--- config.mk ---
export PLATFORM = sky130hd
export DESIGN_NAME = fifo_buffer
export DESIGN_NICKNAME = d
export VERILOG_FILES = /design/src/rtl/fifo_buffer.sv
export SDC_FILE = /design/constraint.sdc
export NUM_CORES = 1
export LEC_CHECK = 0
export CAP_MARGIN = 20
export CORE_MARGIN = 1
export CORE_UTILIZATION = 35
export CTS_CLUSTER_SIZE = 40
export DETAILED_ROUTE_END_ITERATION = 10
export SYNTH_ARGS = -nofsm -noshare
export SYNTH_HDL_FRONTEND = slang
export SYNTH_SLANG_ARGS = --single-unit
--- constraint.sdc ---
create_clock -name clk -period 2.35 [get_ports clk]
set_clock_uncertainty 0.1 [all_clocks]
set_input_delay 0.47 -clock clk [delete_from_list [all_inputs] [get_ports clk]]
set_output_delay 0.47 -clock clk [all_outputs]
set_load 0.02 [all_outputs]
--- src/rtl/fifo_buffer.sv ---
// fifo_buffer: synchronous FIFO of 2**Na words with a four-phase valid/busy
// handshake on both the write side (receiver) and the read side (sender).
module fifo_buffer #(
  parameter int Nd = 8,
  parameter int Na = 3
) (
  input  logic          clk,
  input  logic          rst,
  input  logic [Nd-1:0] data_in,
  input  logic          di_valid,
  output logic          full_empty,
  output logic [Nd-1:0] data_out,
  output logic          do_valid,
  input  logic          busy_ready,
  output logic [Na:0]   count,
  output logic          empty,
  output logic          full
);

  localparam int DEPTH = 1 << Na;

  typedef enum logic {
    IN_IDLE,
    IN_ACK
  } in_state_t;

  typedef enum logic [1:0] {
    OUT_IDLE,
    OUT_REQ,
    OUT_WAIT
  } out_state_t;

  in_state_t     in_state, in_next;
  out_state_t    out_state, out_next;
  logic [Nd-1:0] mem [DEPTH];
  logic [Na-1:0] wr_ptr, rd_ptr;
  logic          push, pop, load;

  // Flags decode the registered occupancy only, so they have no input path.
  assign empty = (count == '0);
  assign full  = (count == (Na+1)'(DEPTH));

  // Next-state and strobe decode for both handshake FSMs.
  always_comb begin
    // NOTE: every output of this block gets a default first, so no path
    // leaves a signal unassigned and no latch is inferred.
    in_next  = in_state;
    out_next = out_state;
    push     = 1'b0;
    pop      = 1'b0;
    load     = 1'b0;

    unique case (in_state)
      IN_IDLE: if (di_valid && !full) begin
        push    = 1'b1;
        in_next = IN_ACK;
      end
      IN_ACK:  if (!di_valid) in_next = IN_IDLE;
      default: in_next = IN_IDLE;
    endcase

    unique case (out_state)
      OUT_IDLE: if (!empty && !busy_ready) begin
        load     = 1'b1;
        out_next = OUT_REQ;
      end
      // The presented word stays counted until the sink acknowledges it.
      OUT_REQ:  if (busy_ready) begin
        pop      = 1'b1;
        out_next = OUT_WAIT;
      end
      OUT_WAIT: if (!busy_ready) out_next = OUT_IDLE;
      default:  out_next = OUT_IDLE;
    endcase
  end

  // State, pointers, occupancy and registered handshake outputs.
  always_ff @(posedge clk) begin
    // NOTE: sequential state uses non-blocking assignments so every flop
    // samples pre-edge values regardless of statement order.
    if (rst) begin
      in_state   <= IN_IDLE;
      out_state  <= OUT_IDLE;
      wr_ptr     <= '0;
      rd_ptr     <= '0;
      count      <= '0;
      full_empty <= 1'b0;
      do_valid   <= 1'b0;
      data_out   <= '0;
    end else begin
      in_state   <= in_next;
      out_state  <= out_next;
      full_empty <= (in_next == IN_ACK);
      do_valid   <= (out_next == OUT_REQ);
      if (push) wr_ptr <= wr_ptr + Na'(1);
      if (pop)  rd_ptr <= rd_ptr + Na'(1);
      if (load) data_out <= mem[rd_ptr];
      unique case ({push, pop})
        2'b10:   count <= count + (Na+1)'(1);
        2'b01:   count <= count - (Na+1)'(1);
        default: count <= count;
      endcase
    end
  end

  // Storage array write port.
  always_ff @(posedge clk) begin
    // NOTE: the array is deliberately not reset; stale words are unreachable
    // because count gates every read, and leaving it out keeps it a plain RAM.
    if (push) mem[wr_ptr] <= data_in;
  end

endmodule

# ---- Yosys cells after proc, flatten, opt, wreduce, memory -nomap -nowiden
# Memories as Yosys holds them, arrays and structs flattened. A register that Yosys moved wholly into a read port is not among the register bits.
# Index checks and enable logic that the tools add are counted.
dict set report totals {
  ff_bits 14
  ram_bits 64
  in_bits 12
  out_inout_bits 16
  word_cells 41
  mem_count 1
}
# name depth word_bits read_ports rd_ports_with_merged_regs wr line_no
set mem_list {}
lappend mem_list {mem 8 8 1 1 1 35} ;# logic [Nd-1:0] mem [DEPTH];
dict set report classes {
  n_addsub 4
  n_eq_ne 6
  mux 15
  bitwise_logic 1
  reduce_logical 8
}
# op count
set op_table {}
lappend op_table {{two-way mux 1 bit} 9}
lappend op_table {{case mux 4 bit (2 select lines)} 1}
lappend op_table {{adder 3 x 1 -> 3 bit, second input constant} 2}
lappend op_table {{== test 2 x 1 -> 1 bit, second input constant} 3}
lappend op_table {{two-way mux 2 bit} 3}
lappend op_table {{case mux 2 bit (3 select lines)} 1}
lappend op_table {{adder 4 x 1 -> 4 bit, second input constant} 1}
lappend op_table {{== test 2 bit, second input constant} 2}
lappend op_table {{== test 4 bit, second input constant} 1}
lappend op_table {{logical NOT 4 bit} 1}
lappend op_table {{subtractor 4 x 1 -> 4 bit, second input constant} 1}
lappend op_table {{logical NOT 1 bit} 3}
lappend op_table {{logical AND 1 bit} 2}
lappend op_table {{logical NOT 2 bit} 1}
lappend op_table {{case mux 1 bit (2 select lines)} 1}
lappend op_table {{nonzero test 2 bit} 1}
lappend op_table {{inverter 1 bit} 1}

# ---- Logic depth before layout (Yosys ltp)
# Gate-level depths: netlist of the first run.
dict set report logic_depth {
  depth_word 7
  depth_mapped 11
  ltp_nobuf 11
}

# ---- Least setup slack after synthesis of the first run
# OpenSTA, ideal clock, no wires.
dict set report synth_timing {
  path_kind {register to register}
  start {register count[0]}
  end {register count[3]}
  setup_ns 0.123
  arrival_time_ns 2.413
  required_time_ns 2.127
  slack_ns -0.287
  stages_incl_launch_ff 9
  n_path_buf 0
  period_less_slack_ns 2.637
  path_cell_list {dfxtp_1 > or4b_1 > inv_2 > nor3b_2 > inv_2 > ha_1 > or3_1 > o32ai_1 > mux2_1}
}
dict set report synth_between {
  elab_chain_len 7
  word_cells_on_any_way 11
  classes_between {add/sub (2); eq/ne (3); mux (3); reduce/logical (3)}
}
# item line_no
set synth_rtl {}
lappend synth_rtl {{from (decl)} 15} ;# output logic [Na:0] count,
lappend synth_rtl {{from (signal assigned)} 99} ;# 2'b10: count <= count + (Na+1)'(1);
lappend synth_rtl {{from (signal assigned)} 100} ;# 2'b01: count <= count - (Na+1)'(1);
lappend synth_rtl {{from (signal assigned)} 101} ;# default: count <= count;
lappend synth_rtl {{== test 4 bit *} 41} ;# assign full = (count == (Na+1)'(DEPTH));
lappend synth_rtl {{net full} 17} ;# output logic full
lappend synth_rtl {{logical NOT 1 bit *} 54} ;# IN_IDLE: if (di_valid && !full) begin
lappend synth_rtl {{logical AND 1 bit *} 54}
lappend synth_rtl {{two-way mux 1 bit *} 54}
lappend synth_rtl {{two-way mux 1 bit *} 53} ;# unique case (in_state)
lappend synth_rtl {{== test 2 x 1 -> 1 bit / == test 2 bit (equally long branches)} 98} ;# unique case ({push, pop})
lappend synth_rtl {{case mux 4 bit (2 select lines) / nonzero test 2 bit (equally long branches)} n/a}
# The timed path passes the listed nets; every way through them passes the cells marked *.
# A chain may end at the register's enable or synchronous reset.

# ---- Worst setup path in the final report of the first run
dict set report layout_timing {
  start {register count[1]}
  end {register count[2]}
}
dict set report layout_between {
  elab_chain_len 7
  word_cells_on_any_way 11
  classes_between {add/sub (2); eq/ne (3); mux (3); reduce/logical (3)}
}
# item line_no
set layout_rtl {}
lappend layout_rtl {{== test 4 bit} 41}
lappend layout_rtl {{logical NOT 1 bit} 54}
lappend layout_rtl {{logical AND 1 bit} 54}
lappend layout_rtl {{two-way mux 1 bit} 54}
lappend layout_rtl {{two-way mux 1 bit} 53}
lappend layout_rtl {{== test 2 x 1 -> 1 bit / == test 2 bit (equally long branches)} 98}
lappend layout_rtl {{case mux 4 bit (2 select lines) / nonzero test 2 bit (equally long branches)} n/a}
# Several ways; a longest one is shown, not always the timed one.

==> results.rst, run 1 <==
.. list-table::
   :header-rows: 1

   * - Metric
     - Value
   * - Outcome
     - finished, violations left
   * - Violations in the final reports
     - setup timing
   * - Cell-internal power
     - 0.00230 W
   * - Number of buffers on the longest clock path
     - 2
   * - Distinct cells, synth
     - 35
   * - Root Driver
     - clkbuf_8
   * - Remaining Overflow, GRT
     - 0
   * - Final net count
     - 281
   * - Ranking of synthesized cells by area
     - edfxtp_1, dfxtp_1, mux4_2
   * - Setup total negative slack
     - -0.0259 ns
   * - Pin count of the biggest net entering global routing
     - 19
   * - Max-slew headroom at the worst pin
     - 0.696
   * - Highest achievable clock rate
     - 0.421 GHz
   * - Worst Setup Path Type
     - reg -> reg
   * - Data required time at the worst endpoint
     - 2.55 ns
   * - Simple-gate share of the synthesized area
     - 0.101
   * - # setup viols final
     - 1
   * - I/O pin total
     - 28
   * - Part of the power in registers
     - 0.545
   * - Leading cell type in the layout, fill and taps excluded
     - edfxtp_1
   * - Top cell type by total area after synthesis
     - edfxtp_1
   * - Crit share post-route
     - 1.01
   * - DR iter-0 viols
     - 84
   * - DP HPWL
     - 4.00 mm
   * - Number of detailed-route iterations in the first pass
     - 4
   * - Die span in x
     - 100 um
   * - Share of flip-flops with an asynchronous set or reset after synthesis
     - 0
   * - Number of max-cap violations
     - 0
   * - Maximum vdd drop
     - 0.253 mV
   * - Hold slack
     - 0.337 ns
   * - Initial antenna violation count
     - 0
   * - Main combinational cell family by area after synthesis
     - multiplexers
   * - Die footprint
     - 10100 um^2
   * - Mux contribution to synthesized area
     - 0.116
   * - Average wire length per cell after detail routing
     - 15.8 um
   * - Class of the worst hold path
     - reg -> reg
   * - Num Clock Sinks
     - 86
   * - Vias after detailed routing
     - 1905
   * - Share of layout cells above drive strength 1
     - 0.309
   * - Min Clock Period, post-route
     - 2.38 ns
   * - Cell row count
     - 35
   * - Reg clk slew, reported paths
     - 0.09 ns
   * - Worst-path maximum fanout
     - 3
   * - Switch share
     - 0.265
   * - Adder and majority gate portion of the synthesized area
     - 0.0185
   * - Detailed Route WL
     - 6.28 mm
   * - Starting density of the core
     - 0.365
   * - Ratio of total power to cell area
     - 733 nW/um^2
   * - Switching power of the nets
     - 0.000830 W
   * - CTS hold repair buffers
     - 0
   * - Portion of total power attributed to the clock network
     - 0.326
   * - Post-Synthesis Cells
     - 205
   * - Global-route wire length before repair
     - 10.1 mm
   * - Final std cell area, no fill
     - 4280 um^2
   * - Combinational Power Share
     - 0.129
   * - Fraction of the yosys area taken by sequential cells
     - 0.698
   * - Register bit count reported by yosys
     - 86
   * - Area added between synthesis and finish
     - 26.3%
   * - Syn nets
     - 222
   * - Clock latency reported for the late side of the worst-skew pair
     - 0.36 ns
   * - Die boundary height
     - 100 um
   * - Final cell utilization of the core
     - 0.461
   * - Proportion of netlist area held by the largest area contributor
     - 0.568
   * - Area of the core
     - 9280 um^2
   * - Post-route setup slack
     - -0.0259 ns
   * - Diode insertion count for antenna repair
     - 0
   * - Static leakage power
     - 1.47 nW
   * - Fraction of synthesized cell area in xor and xnor cells
     - 0.0181
   * - Final Hold Viols
     - 0
   * - Slew @ Worst Pin
     - 0.456 ns
   * - Combined global-route utilization of all metal layers
     - 0.140
   * - Synth Area in Compound Gates
     - 0.0336
   * - Final weighted congestion in routability-driven placement
     - 0.711
   * - Cell area after placement
     - 4040 um^2
   * - Flop2flop setup slack
     - -0.03 ns
   * - Number of remaining DRC errors
     - 0
   * - Num CTS Buffers
     - 9
   * - Netlist area before placement
     - 3380 um^2
   * - Post-synthesis area per instance
     - 16.5 um^2
   * - Via count of the first global-routing pass
     - 1932
   * - Leading cell types in the layout, fill and taps excluded
     - edfxtp_1, buf_4, clkdlybuf4s50_1
   * - Final Max Slew Viols
     - 0
   * - CTS tree
     - built
   * - Drt via density
     - 4.79
   * - Most frequently used flop master after synthesis
     - edfxtp_1
   * - Number of warnings reported in the yosys synthesis log
     - 0
   * - Port Buffers
     - 27
   * - Data arrival time of the critical path
     - 2.58 ns
   * - H-tree levels
     - 3
   * - Kind of end point of the critical path
     - flop
   * - Worst setup SP type
     - flop
   * - Final ANT Viol Nets
     - 0
   * - Number of synthesized flops with an enable pin
     - 64
   * - Unrepaired setup endpoints after global routing
     - true
==> metrics by stage <==
step	setup slack, ns	cells	power [W]
finish	-0.0259	398	0.00313
global route	-0.144	398	0.00326
CTS	-0.0462	398	0.00317
detailed placement	-0.266	380	0.00215
global placement	-0.224	380	0.00214
floorplan	-0.107	205	0.00197
==> power by group through the flow <==
| stage | clock [W] | combinational, W | sequential [W] |
|---|---|---|---|
| 2_1_floorplan | 0 | 0.000190 | 0.00178 |
| 3_3_place_gp | 0 | 0.000403 | 0.00174 |
| 3_5_place_dp | 0 | 0.000406 | 0.00174 |
| 4_1_cts | 0.00105 | 0.000409 | 0.00171 |
| 5_1_grt | 0.00110 | 0.000440 | 0.00171 |
| 6_report | 0.00102 | 0.000405 | 0.00171 |
==> cells by family after synthesis <==
| family | count (synthesis) |
|---|---|
| flops | 86 |
| simple gates | 61 |
| mux | 19 |
| compound gates | 17 |
| buf+inv | 10 |
| xor+xnor | 7 |
| fa+ha+maj | 5 |
==> sequential cells by signal, summed over array words and instances (netlist names) <==
register,flops
mem,64
data_out,8
count,4
rd_ptr,3
wr_ptr,3
out_state,2
do_valid,1
in_state,1
==> synth_stat cells, types with 2 or more instances <==
cell / n
edfxtp_1: 64
dfxtp_1: 22
nand2_1: 22
mux4_2: 16
nor2_1: 15
a22oi_1: 8
a21oi_1: 5
ha_1: 5
nor2b_1: 4
xor2_1: 4
inv_2: 3
nand2b_1: 3
nor3_1: 3
xnor2_1: 3
buf_2: 2
clkbuf_1: 2
mux2i_1: 2
nor3b_2: 2
nor4_1: 2
or3_1: 2
or4_4: 2
==> final timing paths <==
| kind | cells past startpoint | end | start |
|---|---|---|---|
| worst min-delay path | 2 | data_out[6] | data_out[6] |
| worst max register to register | 11 | count[2] | count[1] |
| worst min register to register | 2 | data_out[6] | data_out[6] |
| worst max-delay path | 11 | count[2] | count[1] |
==> repair_timing <==
action | 4_1_cts | 5_1_grt
endpoints found under the setup margin | 4 | 2
pin swaps | 3 | 1
endpoints found under the hold margin | 0 | 0
buffers inserted | 2 | 0
gates resized for setup | 6 | 2
==> metal layers <==
metal  part of all wire  global-route usage  up-vias
met1               0.46               0.185      936
met2               0.46               0.217       48
met3              0.047              0.0279       16
li1                   -                   -      905
met5                  0                   0        -
met4              0.028              0.0780        0
==> critical path: stages, from the launching register on <==
cell and delay [ns]:
dfxtp_4 0.35, or4b_4 0.54, inv_4 0.07, nor3b_2 0.05, inv_2 0.11, ha_4 0.16, xor2_2 0.14, ha_2 0.19
a21oi_2 0.04, xor2_1 0.14, or3_1 0.32, a21oi_2 0.12
==> final cells by class <==
cell class	count	area (um^2)
Clock inverter	7	76.3
Sequential cell	86	2370
Fill cell	828	5010
Tap cell	129	161
Inverter	3	13.8
Multi-Input combinational cell	109	1020
Timing Repair Buffer	55	505
Clock buffer	9	124
Note: power is estimated with default switching activity, not from simulation.
==> inputs of run 2 (changes only) <==
- CAP_MARGIN: 20 -> 10
- TNS_END_PERCENT: not set -> 50
==> results of run 2 <==
No change in the layout: final DEF, timing and power equal those of run 1.
==> inputs of run 3 (changes only) <==
- CORE_UTILIZATION: 35 -> 51
- PLACE_DENSITY: not set -> 0.74
- SKIP_LAST_GASP: not set -> 1
==> results.rst, run 3 (same netlist as run 1, synthesis figures left out) <==
.. list-table::
   :header-rows: 1

   * - Metric
     - Value
   * - Clock latency reported for the late side of the worst-skew pair
     - 0.35 ns
   * - Number of placed cells counting well taps
     - 328
   * - Number of max-cap violations
     - 0
   * - Highest achievable clock rate
     - 0.418 GHz
   * - Initial antenna violation count
     - 0
   * - Max-slew headroom at the worst pin
     - 0.766
   * - Diode insertion count for antenna repair
     - 0
   * - Final net count
     - 282
   * - Cell row count
     - 29
   * - Biggest register
     - mem
   * - Detailed Route WL
     - 6.19 mm
   * - Die boundary height
     - 83.5 um
   * - Final weighted congestion in routability-driven placement
     - 0.712
   * - Overall power
     - 0.00328 W
   * - Instance count along the most critical hold path
     - 2
   * - Number of remaining DRC errors
     - 0
   * - Combined global-route utilization of all metal layers
     - 0.192
   * - Pin count of the biggest net entering global routing
     - 19
   * - Worst-path maximum fanout
     - 3
   * - Biggest registers after layout
     - mem (64), data_out (8), count (4)
   * - Drt via density
     - 5.50
   * - Flip-flop count of the largest register, all copies and words added
     - 64
   * - Leading cell type in the layout, fill and taps excluded
     - edfxtp_1
   * - Die footprint
     - 6970 um^2
   * - Global-route wire length before repair
     - 9.73 mm
   * - Final ANT Viol Nets
     - 0
   * - Vias after detailed routing
     - 1909
   * - Num Clock Sinks
     - 86
   * - CTS tree
     - built
   * - Num CTS Buffers
     - 9
   * - Share of layout cells above drive strength 1
     - 0.315
   * - Crit share post-route
     - 1.02
   * - Hold slack
     - 0.339 ns
   * - Data required time at the worst endpoint
     - 2.49 ns
   * - Area added between synthesis and finish
     - 26.2%
   * - Post-route setup slack
     - -0.0434 ns
   * - Ratio of total power to cell area
     - 768 nW/um^2
   * - I/O pin total
     - 28
   * - Outcome
     - finished, violations left
   * - Die span in x
     - 83.5 um
   * - DR iter-0 viols
     - 129
   * - Reg clk slew, reported paths
     - 0.08 ns
   * - Static leakage power
     - 1.49 nW
   * - Number of buffers on the longest clock path
     - 2
   * - Average wire length per cell after detail routing
     - 17.8 um
   * - CTS hold repair buffers
     - 0
   * - Leading cell types in the layout, fill and taps excluded
     - edfxtp_1, buf_4, clkdlybuf4s50_1
   * - Slew @ Worst Pin
     - 0.351 ns
   * - Worst Setup Path Type
     - reg -> reg
   * - DP HPWL
     - 3.83 mm
   * - Remaining Overflow, GRT
     - 0
   * - Filler Cells Inserted
     - 448
   * - Number of detailed-route iterations in the first pass
     - 5
   * - Violations in the final reports
     - setup timing
   * - Pre-CTS setup slack
     - -0.245 ns
   * - Final Hold Viols
     - 0
   * - Kind of end point of the critical path
     - flop
   * - Worst setup SP type
     - flop
   * - Root Driver
     - clkbuf_8
   * - Class of the worst hold path
     - reg -> reg
   * - Final Max Slew Viols
     - 0
   * - H-tree levels
     - 3
   * - Maximum vdd drop
     - 0.670 mV
   * - Starting density of the core
     - 0.530
   * - Fin cells
     - 347
   * - Port Buffers
     - 27
   * - Min Clock Period, post-route
     - 2.39 ns
   * - Via count of the first global-routing pass
     - 1935
   * - Path depth of the worst reg2reg path
     - 9
   * - # setup viols final
     - 2
   * - Area of the core
     - 6390 um^2
   * - Unrepaired setup endpoints after global routing
     - true
   * - Setup total negative slack
     - -0.0746 ns
   * - Data arrival time of the critical path
     - 2.54 ns
run 3: cell count changes in the layout (fill, tap and decap cells not counted), sizes merged:
cell,change
bufinv,+2
buf,+1
inv,-3
clkdlybuf4s15,-1
clkinv,+1
dlygate4sd2,+1
run 3: routing by layer:
layer,vias up,track usage,part of all wire
li1,907,-,-
met4,0,0.119,0.019
met3,12,0.0336,0.055
met2,56,0.300,0.50
met1,934,0.255,0.43
met5,-,0,0
run 3: where the power goes:
part	switching (W)	leakage [nW]	internal, W
logic	0.000212	0.617	0.000207
clock network	0.000542	0.117	0.000613
registers	0.0000248	0.761	0.00168
total	0.000779	1.49	0.00250
run 3: repair_timing:
item | 4_1_cts | 5_1_grt
setup buffers | 0 | 3
resized for setup | 2 | 8
pin swaps | 0 | 4
endpoints found under the setup margin | 4 | 3
endpoints found under the hold margin | 0 | 0
run 3: critical path, cell delays in order (launching register included):
cell and delay, ns:
dfxtp_2 0.32, or4b_4 0.57, inv_4 0.07, nor3b_2 0.05
inv_2 0.09, buf_6 0.10, ha_4 0.18, or3_4 0.34
o32ai_4 0.13, mux2_4 0.32
run 3: cell type report:
class | instances | area, um^2 | area share
clock buffers | 9 | 124 | 0.0290
clock inverters | 7 | 108 | 0.0252
inverters | 3 | 13.8 | 0.00322
well taps | 77 | 96.3 | 0.0226
repair buffers | 56 | 514 | 0.120
flip-flops and latches | 86 | 2370 | 0.555
multi-input cells | 109 | 1040 | 0.245
run 3: final timing paths:
| check | start | end | slack, ns |
|---|---|---|---|
| worst min register to register | data_out[7] | data_out[7] | 0.34 |
| worst max register to register | count[2] | count[3] | -0.04 |
| worst min-delay path | data_out[7] | data_out[7] | 0.34 |
| worst max-delay path | count[2] | count[3] | -0.04 |
run 3: stage by stage:
stage	utilization	cell area [um^2]
floorplan	-	3430
CTS	0.659	4210
detailed placement	0.623	3980
finish	0.669	4270
global route	0.669	4270
global placement	0.623	3980
